<file path="src/rtl/arcade_input_map.sv">
// rtl/arcade_input_map.sv - scancode-map driven PS/2 and joystick to cabinet button mapper
// Optional auto-coin pulse on start press: define INPUT_MAP_AUTO_COIN_EN.
module arcade_input_map #(
    parameter int          PLAYERS    = 2,
    parameter int          MAP_DEPTH  = 32,
    parameter logic [15:0] COIN_PULSE = 16'd2048
) (
    input  logic                         clk_sys,
    input  logic                         reset_n,
    input  logic [10:0]                  ps2_key,
    input  logic [16*PLAYERS-1:0]        joystick,
    input  logic                         rotate,
    input  logic                         map_wr,
    input  logic [$clog2(MAP_DEPTH)-1:0] map_addr,
    input  logic [15:0]                  map_data,
    output logic [8*PLAYERS-1:0]         btn,
    output logic                         busy,
    output logic                         overflow
);
    localparam int AW = $clog2(MAP_DEPTH);
    localparam int CW = AW + 1;
    localparam logic [CW-1:0] LAST_RD  = CW'(MAP_DEPTH - 1);
    localparam logic [CW-1:0] SCAN_END = CW'(MAP_DEPTH + 1);

    typedef enum logic [1:0] {S_INIT, S_IDLE, S_SCAN} state_t;
    state_t state, state_nx;

    logic          tog_q;
    logic [CW-1:0] cnt;
    logic [9:0]    cur_ev, pend_ev;
    logic          pend_valid;
    logic          cmp_en;
    logic [15:0]   rd_data;
    logic [15:0]   mem [MAP_DEPTH];
    logic [8*PLAYERS-1:0] key_state, src, btn_nx;
    logic          ev, start_ev, start_pend, store_pend, drop;

    assign ev   = ps2_key[10] ^ tog_q;
    assign busy = (state != S_IDLE);

    always_ff @(posedge clk_sys or negedge reset_n) begin
        if (!reset_n) state <= S_INIT;
        else          state <= state_nx;
    end

    // The last scan cycle hands over straight to a pending (or simultaneous) event.
    always_comb begin
        state_nx   = state;
        start_ev   = 1'b0;
        start_pend = 1'b0;
        store_pend = 1'b0;
        drop       = 1'b0;
        case (state)
            S_INIT: if (cnt[AW-1:0] == AW'(MAP_DEPTH - 1)) state_nx = S_IDLE;
            S_IDLE: if (ev) begin
                state_nx = S_SCAN;
                start_ev = 1'b1;
            end
            S_SCAN: begin
                if (cnt == SCAN_END) begin
                    if (pend_valid) begin
                        start_pend = 1'b1;
                        store_pend = ev;
                    end else if (ev) begin
                        start_ev = 1'b1;
                    end else begin
                        state_nx = S_IDLE;
                    end
                end else if (ev) begin
                    if (pend_valid) drop = 1'b1;
                    else            store_pend = 1'b1;
                end
            end
            default: state_nx = S_INIT;
        endcase
    end

    // Map RAM: INIT owns the write port; reads return the pre-write value.
    always_ff @(posedge clk_sys) begin
        if (state == S_INIT)  mem[cnt[AW-1:0]] <= 16'd0;
        else if (map_wr)      mem[map_addr]    <= map_data;
        rd_data <= mem[cnt[AW-1:0]];
    end

    logic [1:0] rd_player;
    logic [2:0] rd_button;
    logic       hit;
    assign rd_player = rd_data[11:10];
    assign rd_button = rd_data[14:12];
    assign hit = cmp_en && rd_data[15] && (int'(rd_player) < PLAYERS)
              && (rd_data[7:0] == cur_ev[7:0])
              && (rd_data[9] || (rd_data[8] == cur_ev[8]));

    always_ff @(posedge clk_sys or negedge reset_n) begin
        if (!reset_n) begin
            tog_q      <= 1'b0;
            cnt        <= '0;
            cur_ev     <= '0;
            pend_ev    <= '0;
            pend_valid <= 1'b0;
            overflow   <= 1'b0;
            cmp_en     <= 1'b0;
            key_state  <= '0;
            btn        <= '0;
        end else begin
            tog_q <= ps2_key[10];
            if (start_ev || start_pend || state_nx == S_IDLE) cnt <= '0;
            else                                               cnt <= cnt + 1'b1;
            if (start_ev)        cur_ev <= ps2_key[9:0];
            else if (start_pend) cur_ev <= pend_ev;
            if (store_pend) begin
                pend_ev    <= ps2_key[9:0];
                pend_valid <= 1'b1;
            end else if (start_pend) begin
                pend_valid <= 1'b0;
            end
            if (drop) overflow <= 1'b1;
            cmp_en <= (state == S_SCAN) && (cnt <= LAST_RD);
            for (int p = 0; p < PLAYERS; p++)
                for (int k = 0; k < 8; k++)
                    if (hit && rd_player == 2'(p) && rd_button == 3'(k))
                        key_state[8*p+k] <= cur_ev[9];
            btn <= btn_nx;
        end
    end

    always_comb begin
        src = '0;
        for (int p = 0; p < PLAYERS; p++)
            src[8*p +: 8] = key_state[8*p +: 8] | joystick[16*p +: 8];
    end

`ifdef INPUT_MAP_AUTO_COIN_EN
    logic [15:0]        coin_cnt [PLAYERS];
    logic [PLAYERS-1:0] start_q;

    always_ff @(posedge clk_sys or negedge reset_n) begin
        if (!reset_n) begin
            start_q <= '0;
            for (int p = 0; p < PLAYERS; p++) coin_cnt[p] <= 16'd0;
        end else begin
            for (int p = 0; p < PLAYERS; p++) begin
                start_q[p] <= src[8*p+6];
                if (src[8*p+6] && !start_q[p]) coin_cnt[p] <= COIN_PULSE;
                else if (coin_cnt[p] != 16'd0) coin_cnt[p] <= coin_cnt[p] - 16'd1;
            end
        end
    end
`endif

    // Rotated cabinets: right<-up, left<-down, up<-left, down<-right.
    always_comb begin
        btn_nx = '0;
        for (int p = 0; p < PLAYERS; p++) begin
            btn_nx[8*p +: 8] = src[8*p +: 8];
            if (rotate) begin
                btn_nx[8*p+0] = src[8*p+3];
                btn_nx[8*p+1] = src[8*p+2];
                btn_nx[8*p+2] = src[8*p+0];
                btn_nx[8*p+3] = src[8*p+1];
            end
`ifdef INPUT_MAP_AUTO_COIN_EN
            btn_nx[8*p+7] = src[8*p+7] | (coin_cnt[p] != 16'd0);
`endif
        end
    end
endmodule

</file>
<file path="config.mk">
export PLATFORM = sky130hd
export DESIGN_NAME = arcade_input_map
export DESIGN_NICKNAME = d
export VERILOG_FILES = /design/src/rtl/arcade_input_map.sv
export SDC_FILE = /design/constraint.sdc
export NUM_CORES = 1
export LEC_CHECK = 0
export CORE_ASPECT_RATIO = 1.75
export CORE_MARGIN = 5
export CORE_UTILIZATION = 25
export DETAILED_ROUTE_END_ITERATION = 16
export MAX_ROUTING_LAYER = met4
export PLACE_DENSITY = 0.4
export SYNTH_ARGS = -nofsm -noshare
export SYNTH_HDL_FRONTEND = slang
export SYNTH_SLANG_ARGS = --single-unit
export TNS_END_PERCENT = 30
</file>
<file path="constraint.sdc">
create_clock -name clk_sys -period 3.2 [get_ports clk_sys]
set_input_delay 0.48 -clock clk_sys [delete_from_list [all_inputs] [get_ports clk_sys]]
set_output_delay 0.48 -clock clk_sys [all_outputs]
set_load 0.02 [all_outputs]
</file>
==> metrics.json, run 1 <==
{
  "syn_nets": 1309,
  "worst-slew-pin-transition_ps": 964.5,
  "worstSetupStartpointType": "flop",
  "num_vias": 12030,
  "power.clock.fraction_pct": 42.6,
  "p_sw_share_pct": 21.08,
  "place_congestion": 0.7526,
  "power.switching_mw": 3.319,
  "dr.pass1.iters": 5,
  "viasPerCell": 4.546,
  "run_status": "complete, no violations",
  "first_global_vias": 13070,
  "r2r_cells": 7,
  "design.portCount": 86,
  "utilization_pct": 30.01,
  "worst_path_dominant_cell_family": "simple AND/OR/NAND/NOR gates",
  "ctsHoldBuffers": 1,
  "min_path_cells": 1,
  "met3_length_um": 1922,
  "share_of_synthesized_registers_carrying_an_async_set_or_reset_pct": 10.81,
  "finalHoldViolCount": 0,
  "clock_skew_ps": 19.59,
  "hold-worst-slack_ps": 418.4,
  "cts-root-to-sink-buffers": 3,
  "synth.ff_latch_count": 592,
  "synthesized_cell_area_um2": 23500,
  "min_path_type": "in -> reg",
  "clk_latency_ps": 620,
  "final.setup.worst_slack_ps": 415.1,
  "yosys.cell_count.top_type": "edfxtp_1",
  "critPathSlowestCell": "a31oi_2",
  "die_y_um": 415.6,
  "syn_area_per_cell_um2": 19.04,
  "fin_nets": 1466,
  "required_ps": 3550,
  "die_width_um": 241.8,
  "hpwl_um": 42680,
  "final_period_minus_worst_setup_slack_ps": 2785,
  "coreArea_um2": 93140,
  "portBuffers": 69,
  "fp.dieArea_um2": 100500,
  "finalSetupViolCount": 0,
  "route.final.wire_length_um": 66550,
  "detail_route.wirelength.met1_um": 25210,
  "cts.reportedPaths.clkPinSlew_ps": 60,
  "yosys.cell_types.count": 67,
  "grt_first_pass_wirelength_um": 95140,
  "cts_root_buffer": "clkbuf_16",
  "syn_to_final_growth_pct": 18.95,
  "crit_path_cell_trace": "inv_1, ha_1, nand2b_1, nor3b_1, a31oi_2, nor2_1, buf_4",
  "numCtsBuffers": 56,
  "pwr_density_nw_per_um2": 563.3,
  "critical_path_buf_inv_count": 2,
  "synth-seq-area-share_pct": 73.60,
  "grt_antenna_before_repair": 6,
  "met2_wirelength_um": 37420,
  "arrival_ps": 3140,
  "cts-resized-gates": 0,
  "crit_fanout": 15,
  "ant_nets": 0,
  "total_leakage_power_nw": 8.857,
  "clock_tree.htree_level_count": 2,
  "detail_route.wl_per_cell_um": 25.15,
  "grt_max_degree": 50,
  "synth.top_cells.by_area": "edfxtp_1, mux4_2, dfrtp_1",
  "synth_top_area_share_pct": 65.42,
  "drt_first_iter_violations": 690,
  "end_kind": "flop",
  "combPwrFrac_pct": 3.1,
  "cap_violations": 0,
  "detail_route.drc_violations": 0,
  "report.final.slew_viol_count": 0,
  "unrepaired_setup_endpoints_after_global_routing": "false",
  "synth_top_cells_by_count": "edfxtp_1, mux2_2, mux4_2, dfrtp_1, nor2_1",
  "timing_limited_maximum_frequency_ghz": 0.3591,
  "cts_tree": "done",
  "globalRoute.totalOverflow": 0,
  "synth_largest_area_cell": "edfxtp_1",
  "postSynth.topFlopCell": "edfxtp_1",
  "cell_internal_pwr_mw": 12.43,
  "timing.final.crit_share_pct": 87.03,
  "totalNegativeSetupSlack_ps": 0,
  "globalRouteTotalUtil_pct": 13.31,
  "yosys_warnings": 0,
  "synth_edf_count": 512,
  "placementRows": 148,
  "type_of_the_worst_setup_path": "reg -> reg",
  "syn_inst": 1234,
  "ir_worst_vdd_mv": 0.3692,
  "slew_headroom_pct": 35.40,
  "drive_gt1_share_pct": 27.75,
  "slowest_delay_ps": 510,
  "clock_sink_count": 592,
  "route.top_layer_used": "met4",
  "start_util_pct": 25.23,
  "seq_power_share_pct": 54.4,
  "dp_worst_setup_slack_ps": 426.3,
  "cp_num_cells": 7,
  "post_cts_buffers": 0
}
## metrics by stage
| step | power [mW] | cell area, um2 | cells |
|---|---|---|---|
| after global routing | 16.27 | 27950 | 2644 |
| after global placement | 9.197 | 26100 | 2532 |
| after CTS | 15.98 | 27930 | 2638 |
| after floorplan | 8.932 | 23500 | 1234 |
| after detailed placement | 9.222 | 26100 | 2532 |
| final | 15.75 | 27950 | 2646 |
## metal layers
layer / global-route usage, % / vias up
li1: - / 5355
met1: 14.13 / 6371
met2: 24.91 / 218
met3: 2.064 / 84
met4: 4.945 / 0
met5: - / -
## cell usage in the layout, fill, tap and decap left out, types with 11 or more instances in the layout
| master | count |
|---|---|
| a221oi_1 | 23 |
| mux4_2 | 88 |
| dfxtp_1 | 16 |
| edfxtp_1 | 512 |
| clkinv_1 | 12 |
| clkdlybuf4s50_1 | 68 |
| a22oi_1 | 31 |
| buf_4 | 90 |
| and3_1 | 20 |
| nor2_1 | 52 |
| clkinv_2 | 11 |
| and2_1 | 19 |
| clkbuf_16 | 58 |
| dfrtp_1 | 62 |
| a31oi_1 | 17 |
| mux2_2 | 99 |
| a211oi_1 | 13 |
| nor4_1 | 16 |
| a21oi_1 | 16 |
| nand2_1 | 26 |
| mux2i_1 | 24 |
## registers in the layout, summed over array words and instances (netlist names)
| signal | count |
|---|---|
| btn | 16 |
| cmp_en | 1 |
| cnt | 6 |
| cur_ev | 10 |
| key_state | 16 |
| mem | 512 |
| overflow | 1 |
| pend_ev | 10 |
| pend_valid | 1 |
| rd_data | 16 |
| state | 2 |
| tog_q | 1 |
## path summary, 6_finish.rpt
path | startpoint | to | slack (ps)
max | state[1] | mem[9][15] | 420
min | ps2_key[10] | tog_q | 420
max reg2reg | state[1] | mem[9][15] | 420
min reg2reg | key_state[6] | btn[6] | 460
max in group asynchronous | reset_n | cnt[0] | 1910
min in group asynchronous | reset_n | btn[13] | 480
## kinds of logic after synthesis
group                    after synthesis  share of synthesized area [%]
flip-flops                           592                          73.60
multiplexers                         213                          14.36
AND/OR/NAND/NOR                      188                          4.520
AO/OA/AOI/OAI                        142                          4.611
buffers and inverters                 78                          1.981
XOR/XNOR                              14                         0.5537
adder cells (fa/ha/maj)                7                         0.3727
## layout make-up
class | count | area [um2]
fillers | 9068 | 65190
flip-flops and latches | 592 | 17300
multi-input cells | 564 | 5743
repair buffers | 168 | 1531
well taps | 1200 | 1501
clock buffers | 68 | 1489
clock inverters | 37 | 330.3
inverters | 9 | 33.78
diodes | 8 | 20.02
## power by group through the flow
stage	logic [mW]	clock network [mW]	registers (mW)
after floorplan	0.204	0	8.73
after global placement	0.480	0	8.72
after detailed placement	0.494	0	8.73
after CTS	0.497	6.92	8.56
after global routing	0.520	7.18	8.57
final	0.481	6.70	8.56
Note: power is estimated with default switching activity, not from simulation.
==> run 2, diff against run 1 <==
- ABC_AREA: default -> 1
- SLEW_MARGIN: default -> 0
- clock period: 3.2 -> 3.6 ns (I/O delays scaled with it)
==> metrics.json, run 2 <==
{
  "run_status": "complete, no violations",
  "postSynth.topFlopCell": "edfxtp_1",
  "cts_tree": "done",
  "unrepaired_setup_endpoints_after_global_routing": "false",
  "largest_register": "mem",
  "die_width_um": 243.2,
  "cap_violations": 0,
  "arrival_ps": 3440,
  "yosys_warnings": 0,
  "required_ps": 3890,
  "seq_power_share_pct": 40.3,
  "synth.top_cells.by_area": "edfxtp_1, dfrtp_1, nor2_1",
  "clock_sink_count": 592,
  "mostFrequentLayoutCell": "edfxtp_1",
  "p_sw_share_pct": 38.10,
  "syn_nets": 2115,
  "yosys.cell_types.count": 35,
  "fin_nets": 2209,
  "share_of_synthesized_registers_carrying_an_async_set_or_reset_pct": 10.81,
  "syn_area_per_cell_um2": 11.66,
  "totalNegativeSetupSlack_ps": 0,
  "grt_busiest_layer": "met2",
  "start_util_pct": 25.23,
  "globalRouteTotalUtil_pct": 14.43,
  "cts-resized-gates": 0,
  "n_antenna_cell": 0,
  "finalSetupViolCount": 0,
  "crit_fanout": 16,
  "globalRoute.totalOverflow": 0,
  "clock_tree.htree_level_count": 2,
  "grt_antenna_before_repair": 0,
  "finalHoldViolCount": 0,
  "power.clock.fraction_pct": 25.7,
  "placementRows": 149,
  "synth-seq-area-share_pct": 72.69,
  "slew_headroom_pct": 31.14,
  "drive_gt1_share_pct": 9.099,
  "route.final.wire_length_um": 73250,
  "utilization_pct": 29.59,
  "grt_first_pass_wirelength_um": 106400,
  "groute.layer.met2.usage_pct": 27.85,
  "final_period_minus_worst_setup_slack_ps": 3147,
  "clock_skew_ps": 20.08,
  "post_cts_buffers": 0,
  "syn_to_final_growth_pct": 17.29,
  "num_vias": 15510,
  "power.switching_mw": 8.398,
  "commonest_non_fill_non_tap_cells_in_the_layout": "edfxtp_1, nor2_1, nand2_1, o21ai_0, inv_1",
  "ant_nets": 0,
  "cts.reportedPaths.clkPinSlew_ps": 60,
  "numCtsBuffers": 54,
  "grt_util_met1_pct": 14.76,
  "synth_top_area_share_pct": 64.61,
  "drt_first_iter_violations": 875,
  "detail_route.drc_violations": 0,
  "first_global_vias": 15760,
  "dr.pass1.iters": 5,
  "timing_limited_maximum_frequency_ghz": 0.3177,
  "cts-root-to-sink-buffers": 3,
  "cts_root_buffer": "clkbuf_16",
  "total_leakage_power_nw": 9.796,
  "synth_top_cells_by_count": "edfxtp_1, nor2_1, nand2_1, o21ai_0, inv_1",
  "die_y_um": 418.1,
  "worst-slew-pin-transition_ps": 1033,
  "min_path_type": "in -> async",
  "portBuffers": 69,
  "design.portCount": 86,
  "largest_register_ffs": 512,
  "global_route.usage.met3_pct": 1.462,
  "synth_largest_area_cell": "edfxtp_1",
  "place_congestion": 0.8253,
  "clk_latency_ps": 620,
  "coreArea_um2": 94330,
  "fp.dieArea_um2": 101700,
  "report.final.slew_viol_count": 0,
  "pwr_density_nw_per_um2": 789.6,
  "ir_worst_vdd_mv": 0.3790,
  "grt_max_degree": 116,
  "syn_inst": 2040,
  "cell_internal_pwr_mw": 13.64,
  "combPwrFrac_pct": 34.0,
  "worstSetupStartpointType": "flop",
  "end_kind": "flop",
  "synthesized_cell_area_um2": 23800,
  "ctsHoldBuffers": 0,
  "hpwl_um": 46910,
  "type_of_the_worst_setup_path": "reg -> reg",
  "detail_route.wl_per_cell_um": 21.65,
  "viasPerCell": 4.582,
  "synth_edf_count": 512,
  "timing.final.crit_share_pct": 87.42,
  "yosys.cell_count.top_type": "edfxtp_1",
  "synth.ff_latch_count": 592
}
## run 2: cell count changes after synthesis, sizes merged, moves of 24 or more
cell    change
mux2      -100
mux2i      -24
mux4       -89
nand2     +231
nor2      +368
clkbuf     +39
o22ai      +88
a221oi     -24
o21ai     +295
nand3      +81
a22oi      -31
inv        +97
## run 2: metrics by stage
step                      hold WS [ps]  cells  worst slack [ps]  power [mW]  instance area (um2)
after floorplan                  244.4   2040             993.2       13.36                23800
after global placement           451.2   3286             428.7       16.66                26230
after detailed placement         454.8   3286             377.4       16.74                26230
after CTS                        108.5   3384             469.1       22.48                27910
after global routing             169.1   3384             312.0       23.28                27910
final                            88.85   3384             452.8       22.04                27910
## run 2: logic make-up after synthesis
logic type,count (synthesis),synth area share (%)
adder cells (fa/ha/maj),7,0.3680
XOR/XNOR,6,0.2208
flip-flops,592,72.69
buffers and inverters,219,3.865
AO/OA/AOI/OAI,412,9.254
AND/OR/NAND/NOR,804,13.61
## run 2: critical path, cell delays in order (launching register included)
cell     delay [ps]
dfrtp_1         410
inv_1            90
ha_1            260
inv_1           140
nand2_1         220
o21ai_0         530
nand3_1         600
nor2_1          240
buf_4           310
## run 2: area by class of cell
cell class              count  area [um2]
clock buffers              74        1499
clock inverters            24       183.9
fillers                  9624       66420
inverters                 107       406.6
multi-input cells        1229        5625
flip-flops and latches    592       17300
well taps                1208        1511
repair buffers            150        1381
## run 2: power by group through the flow
stage               Clock, mW  Combinational [mW]  Sequential (mW)
global placement            0                7.65             9.00
floorplan                   0                4.48             8.88
detailed placement          0                7.71             9.03
finish                   5.67                7.50             8.87
CTS                      5.87                7.72             8.89
global route             6.08                8.25             8.95
## run 2: path summary, 6_finish.rpt
check                        startpoint  depth (start not counted)  slack (ps)      endpoint
setup / recovery               state[0]                          8         450   mem[17][12]
hold / removal                  reset_n                          1          90    pend_ev[9]
setup reg to reg               state[0]                          8         450   mem[17][12]
hold reg to reg            key_state[7]                          1         470        btn[7]
max in group asynchronous       reset_n                          2        2590  key_state[1]
min in group clk_sys        ps2_key[10]                          1         450         tog_q
## run 2: layer usage
layer | vias up | wire length, um
met5 | - | 0
met3 | 102 | 2255
met2 | 284 | 41010
met4 | 0 | 3238
met1 | 7792 | 26750
li1 | 7327 | -
==> run 3, diff against run 2 <==
- CELL_PAD_IN_SITES_DETAIL_PLACEMENT: default -> 2
- CELL_PAD_IN_SITES_GLOBAL_PLACEMENT: default -> 2
- PLACE_DENSITY: 0.4 -> 0.53
==> metrics.json, run 3 (synthesis results as in run 2) <==
{
  "r2r_cells": 10,
  "seq_power_share_pct": 38.3,
  "commonest_non_fill_non_tap_cells_in_the_layout": "edfxtp_1, nor2_1, nand2_1, o21ai_0, inv_1",
  "detail_route.drc_violations": 0,
  "globalRouteTotalUtil_pct": 16.34,
  "viasPerCell": 4.755,
  "min_path_type": "in -> async",
  "slowest_delay_ps": 750,
  "final_period_minus_worst_setup_slack_ps": 3276,
  "route.final.wire_length_um": 82670,
  "cts_tree": "done",
  "grt_antenna_before_repair": 1,
  "timing_limited_maximum_frequency_ghz": 0.3052,
  "cts-root-to-sink-buffers": 3,
  "arrival_ps": 3580,
  "cell_internal_pwr_mw": 14.19,
  "run_status": "complete, no violations",
  "grt_first_pass_wirelength_um": 120000,
  "power.clock.fraction_pct": 27.6,
  "report.final.slew_viol_count": 0,
  "type_of_the_worst_setup_path": "reg -> reg",
  "finalHoldViolCount": 0,
  "crit_fanout": 16,
  "pwr_density_nw_per_um2": 819.9,
  "slew_headroom_pct": 41.19,
  "coreArea_um2": 94330,
  "ant_nets": 0,
  "first_global_vias": 17980,
  "unrepaired_setup_endpoints_after_global_routing": "false",
  "fp.dieArea_um2": 101700,
  "start_util_pct": 25.23,
  "die_width_um": 243.2,
  "n_fill_cell": 10020,
  "n_antenna_cell": 0,
  "totalNegativeSetupSlack_ps": 0,
  "design.portCount": 86,
  "crit_path_cell_trace": "inv_1, ha_1, inv_1, nand2_1, o21ai_0, inv_1, nor2_1, nand2_1, nor2_1, buf_4",
  "drive_gt1_share_pct": 9.341,
  "utilization_pct": 29.91,
  "largest_register_ffs": 512,
  "critPathSlowestCell": "o21ai_0",
  "numCtsBuffers": 58,
  "drt_first_iter_violations": 772,
  "power.switching_mw": 8.938,
  "mostFrequentLayoutCell": "edfxtp_1",
  "ir_worst_vdd_mv": 0.5802,
  "clk_latency_ps": 650,
  "portBuffers": 69,
  "worst-slew-pin-transition_ps": 882.1,
  "total_leakage_power_nw": 9.919,
  "timing.final.crit_share_pct": 91.01,
  "finalPower_mw": 23.13,
  "largest_register": "mem",
  "fin_nets": 2211,
  "combPwrFrac_pct": 34.0,
  "clock_skew_ps": 36.52,
  "syn_to_final_growth_pct": 18.56,
  "critical_path.reg2reg.startpoint": "state[0]",
  "die_y_um": 418.1,
  "globalRoute.totalOverflow": 0,
  "num_vias": 16130,
  "cts_root_buffer": "clkbuf_16",
  "detail_route.wl_per_cell_um": 24.37,
  "place_congestion": 0.7350,
  "critical_path.startpoint": "state[0]",
  "dr.pass1.iters": 5,
  "grt_max_degree": 163,
  "hpwl_um": 52620,
  "critical-path-top-cell-by-count": "inv_1",
  "post_cts_buffers": 0,
  "cts.reportedPaths.clkPinSlew_ps": 70,
  "required_ps": 3900,
  "worstSetupStartpointType": "flop",
  "placementRows": 149,
  "clock_tree.htree_level_count": 2,
  "finalSetupViolCount": 0,
  "cap_violations": 0,
  "cts-resized-gates": 0,
  "ctsHoldBuffers": 1,
  "hold-worst-slack_ps": 403.9,
  "p_sw_share_pct": 38.64,
  "clock_sink_count": 592,
  "end_kind": "flop"
}
run 3: power by group through the flow:
| stage | Clock (mW) | Sequential, mW | Combinational [mW] |
|---|---|---|---|
| floorplan | 0 | 8.88 | 4.48 |
| CTS | 6.59 | 8.88 | 8.20 |
| global route | 6.87 | 8.94 | 8.61 |
| detailed placement | 0 | 9.03 | 8.17 |
| finish | 6.39 | 8.87 | 7.87 |
| global placement | 0 | 8.97 | 7.92 |
run 3: final timing paths:
check	endpoint	slack, ps
worst max-delay path	mem[2][12]	320
worst min-delay path	pend_ev[9]	400
worst max register to register	mem[2][12]	320
worst min register to register	btn[12]	470
max in group asynchronous	key_state[11]	2260
min in group clk_sys	tog_q	420
run 3: area by class of cell:
class / instances / area [um2] / area share (%)
flip-flops and latches: 592 / 17300 / 61.33
clock inverters: 34 / 375.4 / 1.330
repair buffers: 148 / 1406 / 4.985
clock buffers: 74 / 1573 / 5.575
inverters: 107 / 410.4 / 1.455
multi-input cells: 1229 / 5633 / 19.97
well taps: 1208 / 1511 / 5.357
run 3: stage by stage:
| step | cell area, um2 | worst slack [ps] | std cells |
|---|---|---|---|
| 2_1_floorplan | 23800 | 993.2 | 2040 |
| 3_3_place_gp | 26260 | 357.8 | 3283 |
| 3_5_place_dp | 26260 | 303.2 | 3283 |
| 4_1_cts | 28210 | 284.7 | 3392 |
| 5_1_grt | 28210 | 95.37 | 3392 |
| 6_report | 28210 | 323.7 | 3392 |
run 3: routing by layer:
layer,GRT usage (%),part of all wire [%],vias to the layer above
met5,-,0,-
met4,6.062,4.0,0
met3,1.705,2.2,111
met2,32.12,57,195
met1,16.50,37,8495
li1,-,-,7329
run 3: critical path: cells and delay by family, from the launching register on:
| family | cells | cell delay [ps] |
|---|---|---|
| compound gates | 1 | 750 |
| buf+inv | 4 | 720 |
| simple gates | 4 | 740 |
| flops | 1 | 420 |
| fa+ha+maj | 1 | 280 |
